[src/rtl/fir_tap_sequencer.sv]
// fir_tap_sequencer: sample pop/write, tap walk and MAC control for the 64-tap FIR core (clk2 domain).
// Define FIR_SEQ_ERR_EN to add the sticky seq_err output flagging cload collisions with an active sequence.
module fir_tap_sequencer #(
    parameter int NTAPS   = 64,
    parameter int AW      = 6,
    parameter int MAC_LAT = 2
) (
    input  logic          clk2,
    input  logic          rst,
    input  logic          cload,
    input  logic [AW-1:0] caddr_in,
    input  logic          fifo_empty,
    output logic          fifo_rd,
    output logic          dmem_we,
    output logic [AW-1:0] dmem_waddr,
    output logic [AW-1:0] dmem_raddr,
    output logic          cmem_we,
    output logic [AW-1:0] cmem_addr,
    output logic          acc_clr,
    output logic          acc_en,
    output logic          out_load,
`ifdef FIR_SEQ_ERR_EN
    output logic          seq_err,
`endif
    output logic          busy
);
    typedef enum logic [2:0] {IDLE, LOAD, POP, WR, MAC, DRAIN, OUT} state_t;
    state_t              state_q, state_d;
    logic [AW-1:0]       wptr_q, wptr_d;
    logic [AW-1:0]       newest_q, newest_d;
    logic [AW-1:0]       k_q, k_d;
    logic [MAC_LAT-1:0]  en_pipe_q, en_pipe_d;
    logic [MAC_LAT-1:0]  clr_pipe_q, clr_pipe_d;
    logic                tap_valid;
    always_comb begin
        state_d    = state_q;
        wptr_d     = wptr_q;
        newest_d   = newest_q;
        k_d        = k_q;
        fifo_rd    = 1'b0;
        dmem_we    = 1'b0;
        dmem_waddr = '0;
        dmem_raddr = '0;
        cmem_we    = 1'b0;
        cmem_addr  = '0;
        out_load   = 1'b0;
        tap_valid  = 1'b0;
        case (state_q)
            IDLE: begin
                cmem_we   = cload;
                cmem_addr = caddr_in;
                state_d   = cload ? LOAD : (!fifo_empty ? POP : IDLE);
            end
            LOAD: begin
                cmem_we   = cload;
                cmem_addr = caddr_in;
                state_d   = cload ? LOAD : IDLE;
            end
            POP: begin
                fifo_rd = 1'b1;
                state_d = WR;
            end
            WR: begin
                dmem_we    = 1'b1;
                dmem_waddr = wptr_q;
                newest_d   = wptr_q;
                wptr_d     = wptr_q + 1'b1;
                k_d        = '0;
                state_d    = MAC;
            end
            MAC: begin
                tap_valid  = 1'b1;
                dmem_raddr = newest_q - k_q;
                cmem_addr  = k_q;
                k_d        = k_q + 1'b1;
                state_d    = (k_q == AW'(NTAPS - 1)) ? DRAIN : MAC;
            end
            DRAIN: begin
                k_d     = (k_q == AW'(MAC_LAT - 1)) ? '0 : k_q + 1'b1;
                state_d = (k_q == AW'(MAC_LAT - 1)) ? OUT : DRAIN;
            end
            OUT: begin
                out_load = 1'b1;
                state_d  = IDLE;
            end
            default: state_d = IDLE;
        endcase
        // Delay lines line up accumulator controls with the product reaching the accumulator.
        en_pipe_d  = MAC_LAT'({en_pipe_q, tap_valid});
        clr_pipe_d = MAC_LAT'({clr_pipe_q, tap_valid && (k_q == '0)});
    end
    assign acc_en  = en_pipe_q[MAC_LAT-1];
    assign acc_clr = clr_pipe_q[MAC_LAT-1] & acc_en;
    assign busy    = (state_q != IDLE);
    always_ff @(posedge clk2) begin
        if (rst) begin
            state_q    <= IDLE;
            wptr_q     <= '0;
            newest_q   <= '0;
            k_q        <= '0;
            en_pipe_q  <= '0;
            clr_pipe_q <= '0;
        end else begin
            state_q    <= state_d;
            wptr_q     <= wptr_d;
            newest_q   <= newest_d;
            k_q        <= k_d;
            en_pipe_q  <= en_pipe_d;
            clr_pipe_q <= clr_pipe_d;
        end
    end
`ifdef FIR_SEQ_ERR_EN
    logic seq_err_q, seq_err_d;
    always_comb seq_err_d = seq_err_q | (cload && (state_q != IDLE) && (state_q != LOAD));
    always_ff @(posedge clk2) begin
        if (rst) seq_err_q <= 1'b0;
        else     seq_err_q <= seq_err_d;
    end
    assign seq_err = seq_err_q;
`endif
endmodule

[config.mk]
export PLATFORM = sky130hd
export DESIGN_NAME = fir_tap_sequencer
export DESIGN_NICKNAME = d
export VERILOG_FILES = /design/src/rtl/fir_tap_sequencer.sv
export SDC_FILE = /design/constraint.sdc
export NUM_CORES = 1
export LEC_CHECK = 0
export ABC_AREA = 1
export ABC_CLOCK_PERIOD_IN_PS = 1800
export CORE_MARGIN = 3
export CORE_UTILIZATION = 50
export CTS_CLUSTER_SIZE = 14
export DETAILED_ROUTE_END_ITERATION = 10
export PLACE_DENSITY_LB_ADDON = 0.05
export SYNTH_ARGS = -nofsm -noshare
export SYNTH_HDL_FRONTEND = slang
export SYNTH_SLANG_ARGS = --single-unit
[constraint.sdc]
create_clock -name clk2 -period 1.8 [get_ports clk2]
set_input_delay 0.27 -clock clk2 [delete_from_list [all_inputs] [get_ports clk2]]
set_output_delay 0.27 -clock clk2 [all_outputs]
set_load 0.05 [all_outputs]
Yosys cells after proc, flatten, opt, wreduce, memory -nomap -nowiden

Cells that the tools add are included.

Add/subtract/negate cells: 3
Bitwise operators: 1
Multiplexer cells: 16
Reductions and logical operators: 6
Eq/ne operators: 8

Operators with widths:

| operator              | count |
|---|---|
| $mux W6               | 3 |
| $pmux W3 S6           | 1 |
| $pmux W6 S3           | 1 |
| $add A6 B1 Y6 const B | 2 |
| $pmux W6 S2           | 1 |
| $eq A3 B3 Y1 const B  | 3 |
| $mux W1               | 7 |
| $eq A3 B2 Y1 const B  | 2 |
| $eq A6 B1 Y1 const B  | 1 |
| $eq A6 B6 Y1 const B  | 1 |
| $logic_not A6 Y1      | 1 |
| $mux W2               | 3 |
| $reduce_bool A3 Y1    | 2 |
| $sub A6 B6 Y6         | 1 |
| $eq A3 B1 Y1 const B  | 1 |
| $logic_not A3 Y1      | 1 |
| $reduce_or A2 Y1      | 1 |
| $and A1 B1 Y1         | 1 |
| $logic_and A1 B1 Y1   | 1 |

Bits in registers: 25
Logic and storage cells: 40
Output and inout bits: 25
Input bits: 10

Logic depth before layout (Yosys ltp)

Gate-level depths: netlist of the first run.

Depth after elaboration: 3
Depth in mapped cells: 10
Gate-level depth less buffers: 10

Least setup slack after synthesis of the first run

No wires, ideal clock.

Kind: register to output
Start: register k_q[0]
End: output dmem_raddr[4]
Path buffers: 0
Cell stages (with the launch flop): 9
Required time: 1530 ps
Path slack: -447 ps
Arrival time: 1977 ps
Cells stage by stage: dfxtp_1 > ha_1 > inv_1 > fa_1 > nand2_1 > nand2_1 > a21oi_1 > nor2_1 > nor2_1

Longest elaborated chain between the ends: 2

Ends and longest elaborated chain:

| element                | line | source |
|---|---|---|
| start, declared        | 31   | `logic [AW-1:0] k_q, k_d;` |
| start signal, assigned | 107  | `k_q <= k_d;` |
| $sub A6 B6 Y6          | 73   | `dmem_raddr = newest_q - k_q;` |
| $mux W6                | 48   | `case (state_q)` |
| end, declared          | 16   | `output logic [AW-1:0] dmem_raddr,` |

Every way passes these cells.

Worst setup path after layout of the first run

Start: register newest_q[0]
End: output dmem_raddr[4]

Longest elaborated chain between the ends: 2

Ends and longest elaborated chain:

| element                | line | source |
|---|---|---|
| start, declared        | 30   | `logic [AW-1:0] newest_q, newest_d;` |
| start signal, assigned | 106  | `newest_q <= newest_d;` |
| $sub A6 B6 Y6          | 73   |  |
| $mux W6                | 48   |  |

Every way passes these cells.

==> run metrics, run 1 <==
status=finished, violations left; failing checks=negative setup slack; syn nets=264; Hold Path Class=reg -> reg; total negative slack=-1.81 ns; vias per std cell=between 5 and 6; measured slew at the worst slew-check pin=approximately 0.50 ns; FFs w/ async S/R, synth=0%; Final setup viols=5; Root Buffer=clkbuf_4; top-count cell post-synth=nand2_1; final hold violation count=0; # diodes=0; mean area per synthesized cell=around 6.3 um2; CTS Buf Count=3; design area=approximately 2600 um2; Post-Synthesis Cells=around 240; Adder-Cell Fraction of Synth Area=approximately 8.6%; Detailed Routing Iterations Pass 1=4; fraction of layout cells with a size suffix above 1=about 40%; CP arrival=between 1.5 and 2 ns; Die Span Y=61.6 um; IO Count=35; mean routed wirelength per cell=between 15 and 20 um; DR vias=roughly 1900; die area=about 3800 um2; Core ar.=approximately 2900 um2; number of synthesized register bits=25; Final min period=2.26 ns; register area share after synthesis=32.4%; Placer Congestion=0.859; Setup WS post-layout=-0.456 ns; post-synth top area share=32.4%; mapped cell area=~1500 um2; H-tree depth=1; Remaining Overflow, GRT=0; CP max FO=2; Pwr Density=a little under 500 nW/um2; number of flops mapped to enable cells by yosys=0; synth warn=0; DR DRC count=0; hold_buf cts=0; M2 GR Usage=between 40% and 50%; number of global-route vias before repair=between 1500 and 2000; Area Overhead vs Synth=67.0%; largest family of logic cells by synthesized area=simple AND/OR/NAND/NOR gates; flop2flop setup slack=approximately 0.27 ns; XOR/XNOR Fraction of Synth Area=0.567%; number of distinct library cells after synthesis=23; final WL=around 5700 um; startpoint types=register; initial antenna violation count=0; Crit Path Class=reg -> out; clock sink total=25; WP data required=~1.5 ns; # port buffers=34; Cell Rows=19; Most used DFF post-synth=dfxtp_1; clock-pin slew on the worst setup and hold paths=~0.16 ns; Synth Area in Simple Gates=about two fifths; CTS tree=yes; leakage power=around 1.2 nW; busiest grt layer=met2; hold_ws=0.455 ns; die width=just over 60 um; GRT Util Overall=around a quarter; slew margin rel.=66.3%; largest net degree at the start of global routing=17; multiplexer share of the synthesized area=0%; antenna-violating nets left=0; DP Area=between 2000 and 2500 um2; met3 Use GR=between 3 and 4%; pins over their slew limit=0; Tcrit/Tclk final=125%; first-pass GRT wire length=approximately 7300 um; top cells by area, synth=dfxtp_1 32%, nand2_1 18%, inv_1 9.2%; Max Cap Viol=0; clk buf depth=2; Iter 0 DRT Violations=140; worst skew pair latency=about 0.34 ns; RSZ-0062 raised after global routing=true; fmax=443 MHz; Post-DP HPWL=approximately 3200 um; Initial Util=a little over half; Peak supply drop=0.000411 V; met1 Track Usage GR=between 30% and 40%; skew final=0.0120 ns; Crit. End Element=output pin; post-synthesis compound-gate area fraction=under 10%; largest area contributor in the netlist=dfxtp_1; Post-synth top cells=75 x nand2_1, 38 x inv_1, 36 x nor2_1; final net count=331
path summary, 6_finish.rpt:
kind / startpoint / to / cells after the start
min: clr_pipe_q[0] / clr_pipe_q[1] / 2
min reg2reg: clr_pipe_q[0] / clr_pipe_q[1] / 2
max: newest_q[0] / dmem_raddr[4] / 10
max reg2reg: state_q[0] / wptr_q[3] / 9
stage by stage:
stage          total power, mW  setup slack, ns  util, %  cells
6_report                  1.27           -0.456     90.5    341
3_3_place_gp             0.924          -0.0579     79.5    324
2_1_floorplan            0.769           -0.307        -    244
5_1_grt                   1.31           -0.497     90.5    341
4_1_cts                   1.23           -0.405     86.3    334
3_5_place_dp             0.929           -0.209     79.5    324
routing by layer:
layer  vias to the layer above  wire (um)  share of wire [%]
met5                         -          0                  0
met4                         0        283                4.9
met3                        32        295                5.1
met2                        87       2810                 49
met1                       864       2360                 41
li1                        889          -                  -
critical path, cell delays in order, from the launching register on:
cell	delay, ns
dfxtp_2	0.35
inv_2	0.07
ha_4	0.15
inv_4	0.04
fa_2	0.34
nand2_2	0.09
nand2_2	0.08
a21oi_4	0.16
nor2_2	0.05
nor2_2	0.15
buf_12	0.15
registers in the layout (all words and copies together), names as in the netlist:
register    flops
k_q             6
newest_q        6
wptr_q          6
state_q         3
clr_pipe_q      2
en_pipe_q       2
layout by cell type, fill, tap and decap left out:
cell and count:
nand2_2 8, nor2_1 26, inv_2 11, nor2_2 8, ha_4 5, clkdlybuf4s50_1 9, nand2_1 70, ha_1 4
clkbuf_4 3, nor2_4 5, nand3_1 13, fa_2 1, xnor2_1 1, buf_12 22, dfxtp_2 11, nand3_4 1
inv_4 1, inv_6 1, buf_6 2, dfxtp_1 14, nand4_1 5, buf_4 32, or2_2 1, inv_1 28
o21ai_0 3, nor3_2 1, dlymetal6s2s_1 1, a21oi_4 2, o21ai_2 7, nor3_1 2, a21oi_1 9, a21oi_2 1
o21a_1 1, o21ai_1 1
power by group:
group          switching [mW]  internal, mW
Sequential            0.00901         0.564
Clock                   0.192        0.0908
Combinational           0.228         0.183
Total                   0.429         0.838
layout make-up:
cell class / count / area [um2]
multi-input cells: 175 / 1040
repair buffers: 66 / 806
flip-flops and latches: 25 / 514
fillers: 117 / 272
inverters: 40 / 153
well taps: 31 / 38.8
clock buffers: 3 / 22.5
clock inverters: 1 / 8.76
cell families (layout without fill, tap and decap cells):
logic type,count (synthesis),in the layout
xor gates and xnor gates,1,1
buffers and inverters,45,110
adders and majority gates,10,10
DFF,25,25
and+or+nand+nor,139,140
AOI/OAI and AO/OA,24,24
what timing repair did:
item                                    in CTS  in global routing
pin swaps                                    9                 13
resized for setup                           34                 33
gates cloned                                 0                  1
endpoints found under the setup margin      16                 20
setup buffers                                7                  6
(Power assumes the default switching activity.)
==> run 2, diff against run 1 <==
Settings changed: ABC_CLOCK_PERIOD_IN_PS 1800 to 2600, CORE_UTILIZATION 50 to 54.
Clock period 1.8 ns to 2.6 ns, I/O delays scaled along.
==> run 2 against run 1 <==
Compared with the run above: the run now ends clean; critical endpoint is now dmem_waddr[0]; sequential cell count did not move; critical path type unchanged; clock-buffer cell count did not move; largest cell class unchanged; global-route usage fell by 5.2 points.
==> run metrics, run 2 (same netlist as run 1, synthesis figures left out) <==
# diodes=0 (unchanged); RSZ-0062 raised after global routing=false; Regs by FF count=k_q (6), newest_q (6), wptr_q (6); CP max FO=12 (+10); status=completed; Crit-path slowest cell=clkdlybuf4s50_1; DR DRC count=0 (unchanged); final hold violation count=0 (unchanged); Place WS=0.411 ns (+0.619 ns); Multi-input gate area=858 um2 (-17%); Final setup viols=0 (-5); CTS Buf Count=3 (unchanged); Pwr Density=394 nW/um2 (-20%); startpoint types=register; # port buffers=34 (unchanged); IO Count=35 (unchanged); DR vias=1538 (-18%); Post-DP HPWL=2690 um (-16%); number of global-route vias before repair=1296 (-21%); Crit. End Element=output pin; Root Buffer=clkbuf_4; Fillers=229 (+96%); mean routed wirelength per cell=11.0 um (-35%); Hold Path Class=reg -> reg; die width=59.5 um (-3.4%); measured slew at the worst slew-check pin=0.507 ns (+0.00226 ns); first-pass GRT wire length=5720 um (-22%); CTS tree=yes; clock-pin slew on the worst setup and hold paths=0.16 ns (about the same); largest net degree at the start of global routing=17 (unchanged); final WL=3420 um (-40%); Peak supply drop=0.000423 V (+2.9%); Die Span Y=59.5 um (-3.4%); most common cell after layout, fill and taps aside=nand2_1; Total Power=0.767 mW (-39%); register share of total power=52.0% (+6.7 points); clock sink total=25 (unchanged); Net Sw Power=0.250 mW (-42%); Detailed Routing Iterations Pass 1=4 (unchanged); sw frac=32.6% (-1.3 points); Cell Rows=18 (-1); Largest stage delay, worst path=0.82 ns (+0.47 ns); GRT Util Overall=21.1% (-5.2 points); fin util=75.1% (-15 points); final net count=302 (-8.8%); fmax=roughly 410 MHz; total negative slack=0 ns (+1.81 ns); CP arrival=2.06 ns (+0.07 ns); Initial Util=59.7% (+5.5 points); WP data required=2.21 ns (+0.68 ns); DP Area=1900 um2 (-16%); initial antenna violation count=0 (unchanged); leakage power=1.01 nW (-15%); hold_buf cts=0 (unchanged); fraction of layout cells with a size suffix above 1=10.7% (-29 points); die area=3540 um2 (-6.7%); commonest cells after routing, fill and taps aside=75 x nand2_1, 38 x inv_1, 35 x nor2_1; Core ar.=2590 um2 (-9.2%); post_cts resized=0 (-100%); Placer Congestion=0.882 (+2.7%); worst skew pair latency=0.33 ns (about the same); clk buf depth=2 (unchanged); Max Cap Viol=0 (unchanged); Register Area=500 um2 (-2.7%); cells along the critical path=inv_2 -> nand3_4 -> nor2_2 -> clkdlybuf4s50_1; vias per std cell=4.95 (-9.9%); H-tree depth=1 (unchanged); Remaining Overflow, GRT=0 (unchanged); Iter 0 DRT Violations=72 (-49%); power share of the combinational group=23.5% (-8.9 points); Final min period=2.45 ns; slew margin rel.=66.1% (-0.20 points); P_int=0.517 mW (-38%); Tcrit/Tclk final=between 90% and 100%; design area=1950 um2 (-25%); skew final=0.0160 ns (+0.00400 ns); antenna-violating nets left=0 (unchanged); Setup WS post-layout=0.151 ns (+0.607 ns); Post CTS Setup Buffer Count=0 (-7); Area Overhead vs Synth=25.9%; part of the power in the clock network=24.5% (+2.1 points); Crit Path Class=reg -> out; pins over their slew limit=0 (unchanged)
-- run 2: cell types whose count changed in the layout (fill, tap and decap cells not counted), moves of 6 or more --
cell             change
buf_12              -21
nor2_1               +9
dfxtp_1             +11
dfxtp_2             -11
nor2_2               -6
o21ai_0              +7
inv_1               +10
clkdlybuf4s50_1      +9
inv_2                -9
o21ai_2              -7
buf_4               -18
-- run 2: cell type report --
type | count | area share [%]
Clock buffer | 3 | 1.16
Timing Repair Buffer | 38 | 18.9
Multi-Input combinational cell | 174 | 44.1
Tap cell | 30 | 1.93
Sequential cell | 25 | 25.7
Clock inverter | 1 | 0.450
Inverter | 40 | 7.72
-- run 2: per-layer routing --
layer	vias to the layer above	global-route usage, %	share of wire, %
met3	4	4.14	4.7
met5	-	0	0
met2	40	33.9	45
met1	665	28.6	49
met4	0	6.33	0.91
li1	829	-	-
-- run 2: worst max-delay path: cells and delay by family (launching register included) --
kind                   cells  cell delay, ns
flip-flops                 1            0.42
AND/OR/NAND/NOR            2            0.35
buffers and inverters      2            0.97
-- run 2: power by group through the flow --
stage	Clock (mW)	Sequential (mW)	Combinational, mW
finish	0.188	0.399	0.180
global route	0.215	0.400	0.197
CTS	0.193	0.399	0.179
detailed placement	0	0.407	0.178
global placement	0	0.407	0.178
floorplan	0	0.407	0.122
-- run 2: final timing paths --
path	start	endpoint	slack, ns	cells after the start
setup / recovery	state_q[2]	dmem_waddr[0]	0.15	4
hold / removal	clr_pipe_q[0]	clr_pipe_q[1]	0.39	2
setup reg to reg	state_q[0]	state_q[0]	1.22	8
hold reg to reg	clr_pipe_q[0]	clr_pipe_q[1]	0.39	2
-- run 2: stage by stage --
| stage | hold WS (ns) | std cells |
|---|---|---|
| 2_1_floorplan | 0.388 | 244 |
| 3_3_place_gp | 0.390 | 307 |
| 3_5_place_dp | 0.395 | 307 |
| 4_1_cts | 0.398 | 311 |
| 5_1_grt | 0.411 | 311 |
| 6_report | 0.394 | 311 |
==> run 3, diff against run 2 <==
Settings changed: SLEW_MARGIN set to 20.
==> results of run 3 <==
Final layout, timing and power as in run 2 (identical DEF).
